### src/rtl/csi_capture_ctrl.sv
// ---------------------------------------------------------------------------
// csi_capture_ctrl
//
// Capture controller for a channel-state-information front end. It waits to
// be armed, then looks for a short preamble followed by a long preamble. Once
// the long preamble is found, it writes a fixed-length run of I/Q samples into
// an external capture buffer. After that it signals completion, sits in a
// hold-off window, and either re-arms itself or returns to idle.
//
// Ports
//   clk_in                  single clock, all logic on the rising edge
//   rst_in                  synchronous active-high reset
//   sample_in[31:0]         I[31:16] / Q[15:0] sample, aligned with detectors
//   sample_in_valid         sample qualifier
//   short_preamble_detected one-cycle pulse from the short-preamble detector
//   long_preamble_detected  one-cycle pulse from the long-preamble detector
//   arm_in                  pulse, starts a search from IDLE
//   auto_rearm_in           level, HOLDOFF exits to SEARCH_SHORT when high
//   abort_in                pulse, forces IDLE on the next cycle
//   long_search_en          high in SEARCH_LONG only (long detector enable)
//   wr_en                   capture buffer write strobe
//   wr_addr[ADDR_WIDTH-1:0] capture buffer write address
//   wr_data[31:0]           capture buffer write data
//   capture_done            one-cycle pulse (the DONE state)
//   busy                    high in every state except IDLE
//   state_out[2:0]          IDLE=0 SEARCH_SHORT=1 SEARCH_LONG=2 CAPTURE=3
//                           DONE=4 HOLDOFF=5
//   timeout_count[15:0]     saturating count of long-preamble timeouts
// ---------------------------------------------------------------------------
module csi_capture_ctrl #(
    parameter int LONG_TIMEOUT = 320,
    parameter int CAPTURE_LEN  = 64,
    parameter int ADDR_WIDTH   = 6,
    parameter int HOLDOFF      = 16
) (
    input  logic                  clk_in,
    input  logic                  rst_in,
    input  logic [31:0]           sample_in,
    input  logic                  sample_in_valid,
    input  logic                  short_preamble_detected,
    input  logic                  long_preamble_detected,
    input  logic                  arm_in,
    input  logic                  auto_rearm_in,
    input  logic                  abort_in,
    output logic                  long_search_en,
    output logic                  wr_en,
    output logic [ADDR_WIDTH-1:0] wr_addr,
    output logic [31:0]           wr_data,
    output logic                  capture_done,
    output logic                  busy,
    output logic [2:0]            state_out,
    output logic [15:0]           timeout_count
);

    // The long-search timer only needs to hold 0..LONG_TIMEOUT-1.
    localparam int TIMER_W = (LONG_TIMEOUT > 1) ? $clog2(LONG_TIMEOUT) : 1;

    // A zero hold-off still spends one cycle in HOLDOFF.
    localparam int HOLD_CYCLES = (HOLDOFF > 0) ? HOLDOFF : 1;
    localparam int HOLD_W      = (HOLD_CYCLES > 1) ? $clog2(HOLD_CYCLES) : 1;

    localparam logic [TIMER_W-1:0]    TIMER_LAST = TIMER_W'(LONG_TIMEOUT - 1);
    localparam logic [HOLD_W-1:0]     HOLD_LAST  = HOLD_W'(HOLD_CYCLES - 1);
    localparam logic [ADDR_WIDTH-1:0] ADDR_LAST  = ADDR_WIDTH'(CAPTURE_LEN - 1);

    typedef enum logic [2:0] {
        IDLE         = 3'd0,
        SEARCH_SHORT = 3'd1,
        SEARCH_LONG  = 3'd2,
        CAPTURE      = 3'd3,
        DONE         = 3'd4,
        HOLDOFF_ST   = 3'd5
    } state_t;

    state_t                  state_q;
    state_t                  state_next;
    logic [TIMER_W-1:0]      timer_q;
    logic [HOLD_W-1:0]       hold_q;
    logic [ADDR_WIDTH-1:0]   cap_count_q;

    logic                    timer_clear;
    logic                    timer_inc;
    logic                    timeout_hit;
    logic                    capture_start;
    logic                    sample_accept;
    logic                    hold_clear;
    logic                    hold_inc;

    // State register. Reset wins over every input, abort included.
    always_ff @(posedge clk_in) begin
        if (rst_in) begin
            state_q <= IDLE;
        end else begin
            state_q <= state_next;
        end
    end

    // Next-state logic plus the one-cycle strobes that steer the datapath.
    // In SEARCH_LONG a long detect beats a short restart, which beats the
    // timeout, so a long detect coinciding with the final valid sample still
    // captures. Abort is applied last so that it masks every strobe: no
    // write, no timeout increment and no timer movement on the abort cycle.
    always_comb begin
        state_next    = state_q;
        timer_clear   = 1'b0;
        timer_inc     = 1'b0;
        timeout_hit   = 1'b0;
        capture_start = 1'b0;
        sample_accept = 1'b0;
        hold_clear    = 1'b0;
        hold_inc      = 1'b0;

        case (state_q)
            IDLE: begin
                if (arm_in) begin
                    state_next = SEARCH_SHORT;
                end
            end

            SEARCH_SHORT: begin
                if (short_preamble_detected) begin
                    state_next  = SEARCH_LONG;
                    timer_clear = 1'b1;
                end
            end

            SEARCH_LONG: begin
                if (long_preamble_detected) begin
                    state_next    = CAPTURE;
                    capture_start = 1'b1;
                end else if (short_preamble_detected) begin
                    timer_clear = 1'b1;
                end else if (sample_in_valid) begin
                    if (timer_q == TIMER_LAST) begin
                        state_next  = SEARCH_SHORT;
                        timeout_hit = 1'b1;
                    end else begin
                        timer_inc = 1'b1;
                    end
                end
            end

            CAPTURE: begin
                if (sample_in_valid) begin
                    sample_accept = 1'b1;
                    if (cap_count_q == ADDR_LAST) begin
                        state_next = DONE;
                    end
                end
            end

            DONE: begin
                state_next = HOLDOFF_ST;
                hold_clear = 1'b1;
            end

            HOLDOFF_ST: begin
                if (hold_q == HOLD_LAST) begin
                    state_next = auto_rearm_in ? SEARCH_SHORT : IDLE;
                end else begin
                    hold_inc = 1'b1;
                end
            end

            default: begin
                state_next = IDLE;
            end
        endcase

        if (abort_in) begin
            state_next    = IDLE;
            timer_clear   = 1'b0;
            timer_inc     = 1'b0;
            timeout_hit   = 1'b0;
            capture_start = 1'b0;
            sample_accept = 1'b0;
            hold_clear    = 1'b0;
            hold_inc      = 1'b0;
        end
    end

    // Long-search timer and the saturating timeout counter.
    always_ff @(posedge clk_in) begin
        if (rst_in) begin
            timer_q       <= '0;
            timeout_count <= '0;
        end else begin
            if (timer_clear) begin
                timer_q <= '0;
            end else if (timer_inc) begin
                timer_q <= timer_q + 1'b1;
            end
            if (timeout_hit && (timeout_count != 16'hFFFF)) begin
                timeout_count <= timeout_count + 16'd1;
            end
        end
    end

    // Hold-off cycle counter, cleared while passing through DONE.
    always_ff @(posedge clk_in) begin
        if (rst_in) begin
            hold_q <= '0;
        end else if (hold_clear) begin
            hold_q <= '0;
        end else if (hold_inc) begin
            hold_q <= hold_q + 1'b1;
        end
    end

    // Write port. An accepted sample is registered so the write appears one
    // cycle later, carrying the address it was accepted for. cap_count_q is
    // the address the next accepted sample will use; it wraps after the last
    // slot so the address never leaves 0..CAPTURE_LEN-1.
    always_ff @(posedge clk_in) begin
        if (rst_in) begin
            wr_en       <= 1'b0;
            wr_addr     <= '0;
            wr_data     <= '0;
            cap_count_q <= '0;
        end else begin
            wr_en <= sample_accept;
            if (capture_start) begin
                wr_addr     <= '0;
                cap_count_q <= '0;
            end else if (sample_accept) begin
                wr_addr     <= cap_count_q;
                wr_data     <= sample_in;
                cap_count_q <= (cap_count_q == ADDR_LAST) ? '0 : cap_count_q + 1'b1;
            end
        end
    end

    // Status outputs are plain decodes of the registered state.
    assign state_out      = state_q;
    assign busy           = (state_q != IDLE);
    assign long_search_en = (state_q == SEARCH_LONG);
    assign capture_done   = (state_q == DONE);

endmodule

### config.mk
export PLATFORM = sky130hd
export DESIGN_NAME = csi_capture_ctrl
export DESIGN_NICKNAME = d
export VERILOG_FILES = /design/src/rtl/csi_capture_ctrl.sv
export SDC_FILE = /design/constraint.sdc
export NUM_CORES = 1
export LEC_CHECK = 0
export BUFFER_PORTS_ARGS = -buffer_cell sky130_fd_sc_hd__buf_2
export CAP_MARGIN = 20
export CORE_ASPECT_RATIO = 0.75
export CORE_MARGIN = 2
export CORE_UTILIZATION = 48
export CTS_BUF_LIST = sky130_fd_sc_hd__clkbuf_4 sky130_fd_sc_hd__clkbuf_8
export DETAILED_ROUTE_END_ITERATION = 10
export PLACE_DENSITY = 0.83
export SLEW_MARGIN = 20
export SYNTH_ARGS = -nofsm -noshare
export SYNTH_HDL_FRONTEND = slang
export SYNTH_SLANG_ARGS = --single-unit
### constraint.sdc
create_clock -name clk_in -period 1.8 [get_ports clk_in]
set_input_delay 0.18 -clock clk_in [delete_from_list [all_inputs] [get_ports clk_in]]
set_output_delay 0.18 -clock clk_in [all_outputs]
set_load 0.02 [all_outputs]
==> Yosys cells after proc, flatten, opt, wreduce, memory -nomap -nowiden <==
Index checks and enable logic that the tools add are counted.
{ "totals": {"ff_bits": 77, "input_bits": 40, "output_inout_bits": 61, "wordCells": 78} }
{ "op_classes": {"add_sub_neg": 4, "n_eq_ne": 17, "muxes": 39, "n_bitwise": 1, "reduce_logical": 9} }
{ "ops": {"columns": ["cell", "count"], "rows": [
  ["$mux 1", 27],
  ["$mux 3", 9],
  ["$pmux 3 s6", 1],
  ["$add 16x1->16 const B", 1],
  ["$ne 16x16->1 const B", 1],
  ["$ne 2x2->1 const B", 5],
  ["$add 9x1->9 const B", 1],
  ["$eq 9x9->1 const B", 1],
  ["$reduce_and 8->1", 1],
  ["$reduce_or 2->1", 4],
  ["$add 6x1->6 const B", 1],
  ["$eq 3x2->1 const B", 2],
  ["$eq 3x3->1 const B", 2],
  ["$eq 6x6->1 const B", 1],
  ["$mux 6", 1],
  ["$ne 3x3->1 const B", 2],
  ["$add 4x1->4 const B", 1],
  ["$eq 4x4->1 const B", 1],
  ["$eq 3x1->1 const B", 1],
  ["$logic_not 3->1", 1],
  ["$ne 3x2->1 const B", 1],
  ["$reduce_bool 3->1", 1],
  ["$pmux 1 s2", 1],
  ["$reduce_and 2->1", 1],
  ["2 further kinds", 2]
]} }

==> Logic depth before layout (Yosys ltp) <==
Gate-level depths: netlist (run 1).
{ "depth": {"depth_word": 8, "ltp_mapped": 8} }

==> Worst setup path after synthesis (run 1) <==
No wires, ideal clock.
{ "synth_path": {"kind": "register to register", "from": "register timeout_count[0]", "to": "register timeout_count[9]", "setup_time_ps": 123, "t_arrival_ps": 1929, "required_ps": 1677, "path_slack_ps": -252, "path_stages_with_launch": 8, "path_buffers": 1, "cell_sequence": "dfxtp_1 -> ha_1 -> and3_1 -> and4_1 -> clkbuf_1 -> a21oi_2 -> nand4_1 -> mux2_1"} }
{ "synth_between": {"elab_chain_cells": 2, "elab_cells_between_ends": 3} }
{ "synth_lines": {"columns": ["element", "line", "text"], "rows": [
  ["start: declaration", "52", "output logic [15:0] timeout_count"],
  ["start signal: assignment", "194", "timeout_count <= timeout_count + 16'd1;"],
  ["parallel branches: the longest is 2 deep, another holds $add 16x1->16", null, null]
]} }
Parallel ways; which one is timed is not known.
A chain may end at the register's enable or synchronous reset.

==> Final worst setup path (run 1) <==
{ "layout_path": {"from": "register state_q[0] (netlist: state_out[0])", "to": "register timeout_count[9]"} }
{ "layout_between": {"elab_chain_cells": 4} }
{ "layout_lines": {"columns": ["element", "line", "text"], "rows": [
  ["start: declaration", "75", "state_t state_q;"],
  ["start signal: assignment", "94", "state_q <= state_next;"],
  ["$eq 3x2->1", "113", "case (state_q)"],
  ["$mux 1", "113", null],
  ["$mux 1", "170", "if (abort_in) begin"],
  ["$logic_and 1x1->1", "193", "if (timeout_hit && (timeout_count != 16'hFFFF)) begin"]
]} }
Every way passes these cells.

==> impl_results.md, run 1 <==
- Max VDD drop: 0.470 mV
- Die Width: 101 µm
- Nets: 586
- R2r setup slk: -120 ps
- Final Max Slew Viols: 0
- Antenna Cells: 0
- Worst Setup End Kind: register
- Static leakage: 1.98 nW
- HP Class: primary input to register
- Most frequent cells after synthesis: nand2_1 (94), dfxtp_1 (77), a21oi_1 (46), nor2_1 (38), clkbuf_1 (17)
- Syn Std Cell Area: 0.00338 mm²
- Critical Path, Cell by Cell: nor4b_4, nand4_2, buf_4, buf_4, a21oi_2, nand4_1, mux2_1
- Hold_buf cts: 0
- Fin cells: 629
- DR vias/cell: 5.16
- Root Buffer: clkbuf_8
- # fillers: 558
- Synth cell types: 52
- Critical Path RT: 2020 ps
- Hpwl dp: 5890 µm
- Async SR Flop Fraction: 0%
- Antenna violations before repair: 0
- Largest net degree at the start of global routing: 44
- YS warnings: 0
- Failing checks: setup timing
- Final min period: 1920 ps
- Clock sink count: 77
- Main synth FF type: dfxtp_1
- Starting DRT DRC Count: 119
- Vias in the first global route: 2968
- Leading area contributor after synthesis: dfxtp_1
- Drc violations: 0
- Status: complete, but fails checks
- Row cnt: 26
- Worst path arrival time: 2140 ps
- Slew @ Worst Pin: 406 ps
- Global Route Usage Sum: 21.7%
- CTS buffer count: 9
- Reg-to-reg critical path startpoint: state_out[0]
- Most common cell on crit path: buf_4
- Drt total wl: 8210 µm
- Total grt overflow: 0
- Fin Hold WS: 77.4 ps
- Reg2reg path depth: 7
- Crit-path max cell delay: 350 ps
- Clock slew at reported path FFs: 80 ps
- Slew headroom: 72.2%
- CP Max Fanout: 10
- Seq/Total Area, Yosys: 45.7%
- CTS tree: yes
- Peak Freq: 520 MHz
- Final Hold Viols: 0
- Top post-synthesis cells by area: dfxtp_1 (46%), nand2_1 (10%), a21oi_1 (6.8%), nor2_1 (4.2%), xnor2_1 (2.9%)
- Setup CP Type: register to register
- Via Count: 3244
- Clock Path Buffers: 2
- Post-synthesis register bit count: 77
- DR WL/cell: 13.1 µm
- Core area: 0.00680 mm²
- Unrepaired setup endpoints after global routing: yes
- Worst setup path start: state_out[0]
- # port buffers: 100
- Overall die height: 76.6 µm
- Layout area overhead: 34.4%
- Worst Setup EP: timeout_count[9]
- Clk_lat worst skew: 330 ps
- Min-delay src: sample_in[27]
- Tcrit/Tclk final: 107%
- First-pass GRT wire length: 13600 µm
- Worst Skew: 9.80 ps
- Place WS: -78.9 ps
- ANT nets after route: 0
- DR pass1 iterations: 4
- CTS H-tree lvls: 3
- Placed Cells: 611
- Max-Cap Viols: 0
- Starting Density: 49.7%
- Mapped Cells: 405
- Slowest stage cell, crit path: dfxtp_2
- Layout cells sized above 1: 35.8%
- Post-synth EDFFs: 0
- Most numerous cell in the Yosys netlist: nand2_1
- Die ar.: 0.00773 mm²
- Cell Pwr Density: 682 mW/mm²
- Syn nets: 449
- Syn_area_per_cell: 8.34 µm²
- Final worst slack: -122 ps
- Routability Congestion: 0.850
- Startpoint Class: register
- Final setup vio count: 8
- FF-to-FF End: timeout_count[9]
- Post-synth top area share: 45.7%
- I/O pin cnt: 101
==> cell type report <==
class / count / area (µm²) / share of cell area [%]
clock buffers: 9 / 124 / 2.73
clock inverters: 5 / 53.8 / 1.19
inverters: 6 / 22.5 / 0.496
multi-input cells: 298 / 1790 / 39.4
flip-flops and latches: 77 / 1550 / 34.2
well taps: 84 / 105 / 2.32
repair buffers: 150 / 892 / 19.7
==> power breakdown <==
group | internal (mW) | leakage (nW) | switching (mW)
logic | 0.0748 | 1.26 | 0.0941
registers | 1.71 | 0.624 | 0.00475
clock network | 0.621 | 0.0947 | 0.591
total | 2.40 | 1.98 | 0.690
==> registers in the layout, summed over array words and instances, names as in the netlist <==
signal         count
wr_en              1
timer_q            9
state_out          3
wr_data           32
timeout_count     16
hold_q             4
wr_addr            6
cap_count_q        6
==> worst max-delay path: cells and delay by family, from the launching register on <==
kind / cells / cell delay [ps]
AND/OR/NAND/NOR: 3 / 630
buffers and inverters: 2 / 360
flip-flops: 1 / 350
multiplexers: 1 / 310
AO/OA/AOI/OAI: 1 / 150
==> metrics by stage <==
stage,power [mW],TNS (ps),util [%],cell area (µm²)
after floorplan,1.83,-210,-,3420
after global placement,1.91,-15.3,62.7,4260
after detailed placement,1.91,-230,62.7,4260
after CTS,3.12,-329,65.5,4450
after global routing,3.22,-1460,66.7,4540
final,3.09,-420,66.7,4540
==> cell families after synthesis <==
family | Yosys count | synth area share, %
and+or+nand+nor | 190 | 26.7
adders and majority gates | 4 | 1.48
muxes | 7 | 2.15
buffers and inverters | 30 | 3.67
DFF | 77 | 45.7
AOI/OAI and AO/OA | 75 | 14.6
xor gates and xnor gates | 22 | 5.71
==> placed cells by master, fill, tap and decap left out, types with 3 or more instances in the layout <==
cell	synthesis	routed
inv_1	6	6
buf_4	1	48
a21oi_1	46	45
clkinv_2	0	3
xor2_1	11	11
nand3_1	10	10
xnor2_1	11	11
nor2_1	38	38
buf_2	6	100
ha_1	4	3
dfxtp_1	77	69
nand2_1	94	94
clkbuf_8	0	9
and3_1	9	9
dfxtp_2	0	8
nand4_1	9	9
nor2b_1	5	4
mux2i_1	5	5
a211oi_1	7	5
and2_1	3	3
==> timing repair <==
item                                    in CTS  in global routing
hold endpoints to repair                     0                  0
pin swaps                                    1                  2
gates resized for setup                      2                 10
setup buffers                                0                  4
gates cloned                                 0                  0
endpoints found under the setup margin       8                 21
==> routing by layer <==
metal,GRT usage [%],vias up,part of all wire (%)
li1,-,1656,-
met5,0,-,0
met2,35.2,88,47
met1,27.5,1492,47
met3,6.61,8,4.7
met4,6.71,0,1.3
==> how the worst min path moves through the flow <==
| stage | endpoint | slack, ps | cells after the start |
|---|---|---|---|
| 6_report | wr_data[27] | 80 | 3 |
| 5_1_grt | wr_data[0] | 60 | 3 |
| 4_1_cts | wr_data[31] | 60 | 3 |
| 3_5_place_dp | wr_data[31] | 430 | 3 |
| 3_3_place_gp | wr_data[9] | 420 | 3 |
| 2_1_floorplan | state_out[1] | 260 | 1 |
No activity file was read; power rests on OpenSTA's default activity.
==> inputs of run 2 (changes only) <==
==> constraint.sdc (replaced) <==
create_clock -name clk_in -period 1.8 [get_ports clk_in]
set_input_delay 0.18 -clock clk_in [delete_from_list [all_inputs] [get_ports clk_in]]
set_output_delay 0.18 -clock clk_in [all_outputs]
set_load 0.05 [all_outputs]
==> impl_results.md, run 2 (same netlist as run 1, synthesis figures left out) <==
- ANT nets after route: 0
- Static leakage: 2.00 nW
- Nets: 584
- Top reg by flops: wr_data
- Reg2reg path depth: 8
- NetSw: 0.739 mW
- Final Hold Viols: 0
- Starting Density: 49.7%
- Tcrit/Tclk final: 105%
- DR vias/cell: 5.24
- Peak Freq: 530 MHz
- Critical Path, Cell by Cell: ha_4, and4_4, nand4_2, buf_4, buf_4, a21oi_4, nand4_1, mux2_1
- CP Max Fanout: 10
- Vias in the first global route: 3109
- Overall die height: 76.6 µm
- Clock power share: 43.6%
- I/O pin cnt: 101
- Reg-to-reg critical path startpoint: timer_q[1]
- Fin cells: 629
- Max VDD drop: 0.505 mV
- Hold Path Stages: 3
- Max reg flops: 32
- First-pass GRT wire length: 14000 µm
- Most common cell on crit path: buf_4
- Layout area overhead: 38.1%
- DR pass1 iterations: 4
- Most frequent cells in the layout: buf_2 (99), nand2_1 (94), dfxtp_1 (56)
- Setup TNS: -265 ps
- Core area: 0.00680 mm²
- Unrepaired setup endpoints after global routing: yes
- HP Class: primary input to register
- Antenna violations before repair: 0
- Total grt overflow: 0
- FF-to-FF End: timeout_count[9]
- CTS H-tree lvls: 3
- Crit path max-delay family: simple AND/OR/NAND/NOR gates
- Largest regs: wr_data (32), timeout_count (16), timer_q (9)
- Min-delay src: sample_in[31]
- Cell Pwr Density: 718 mW/mm²
- Die Width: 101 µm
- Slew @ Worst Pin: 415 ps
- Internal Power: 2.61 mW
- CP Buf/Inv Count: 2
- Setup CP Type: register to register
- Hold EP: wr_data[31]
- Routability Congestion: 0.863
- Commonest non-fill, non-tap cell in the layout: buf_2
- Slowest stage cell, crit path: dfxtp_2
- Final min period: 1890 ps
- Comb pwr share: 5.7%
- Pwr Total: 3.35 mW
- CTS buffer count: 9
- Root Buffer: clkbuf_8
- Worst Skew: 9.20 ps
- Layout cells sized above 1: 38.7%
- Util after Layout: 68.6%
- R2r setup slk: -90 ps
- DR WL/cell: 13.4 µm
- Placed Cells: 605
- Final Max Slew Viols: 0
- Status: complete, but fails checks
- Drt total wl: 8450 µm
- Clock sink count: 77
- Largest net degree at the start of global routing: 44
- Antenna Cells: 0
- Final worst slack: -85.6 ps
- CTS tree: yes
- Critical Path RT: 2030 ps
- Via Count: 3298
- Slew headroom: 72.3%
- Worst Setup End Kind: register
- Starting DRT DRC Count: 141
- # port buffers: 100
- Clock Path Buffers: 2
- Hpwl dp: 5850 µm
- Crit-path max cell delay: 360 ps
- Switching part of the total: 22.1%
- Startpoint Class: register
- Row cnt: 26
- Failing checks: setup timing
- Final setup vio count: 6
- Drc violations: 0
- Clk_lat worst skew: 340 ps
- Max-Cap Viols: 0
- Die ar.: 0.00773 mm²
- Worst path arrival time: 2110 ps
- Part of the power in registers: 50.7%
- Global Route Usage Sum: 22.4%
- Clock slew at reported path FFs: 80 ps
## run 2: per-layer routing
layer,routed length (µm),global-route usage [%],up-vias
met5,0,0,-
met4,80,7.81,0
met3,441,5.60,9
met2,4180,37.4,95
met1,3740,27.9,1538
li1,-,-,1656
## run 2: cell type report
class | count | area [µm²]
Clock inverter | 5 | 81.3
Tap cell | 84 | 105
Sequential cell | 77 | 1590
Timing Repair Buffer | 148 | 911
Clock buffer | 11 | 145
Inverter | 6 | 22.5
Fill cell | 532 | 2140
Multi-Input combinational cell | 298 | 1810
## run 2: worst max path at each step
stage                  from                end  cells past startpoint
6_report         timer_q[1]   timeout_count[9]                      8
5_1_grt        state_out[1]   timeout_count[9]                      7
3_3_place_gp   state_out[0]  timeout_count[15]                      6
3_5_place_dp   state_out[0]  timeout_count[15]                      6
2_1_floorplan  state_out[1]  timeout_count[14]                      6
4_1_cts        state_out[2]   timeout_count[9]                      7
## run 2: power groups by stage
stage | combinational, mW | clock (mW) | sequential (mW)
floorplan | 0.0833 | 0 | 1.75
global placement | 0.172 | 0 | 1.74
detailed placement | 0.176 | 0 | 1.74
CTS | 0.178 | 1.50 | 1.70
global route | 0.206 | 1.57 | 1.70
finish | 0.190 | 1.46 | 1.70
## run 2: timing repair
item | CTS | global route
hold buffers | 0 | 0
setup endpoints to repair | 8 | 59
resized for setup | 2 | 25
endpoints found under the hold margin | 0 | 0
pin swaps | 1 | 10
setup buffers | 1 | 7
## run 2: worst min-delay path, delay by kind of cell
family          cells  cell delay (ps)
buf+inv             1               90
compound gates      1               50
simple gates        1               40
## run 2: per-stage QoR
| step | worst slack [ps] | area [µm²] | hold slack, ps |
|---|---|---|---|
| 2_1_floorplan | -100 | 3470 | 261 |
| 3_3_place_gp | -21.3 | 4280 | 420 |
| 3_5_place_dp | -136 | 4280 | 426 |
| 4_1_cts | -90.6 | 4530 | 41.7 |
| 5_1_grt | -185 | 4660 | 61.9 |
| 6_report | -85.6 | 4660 | 64.1 |
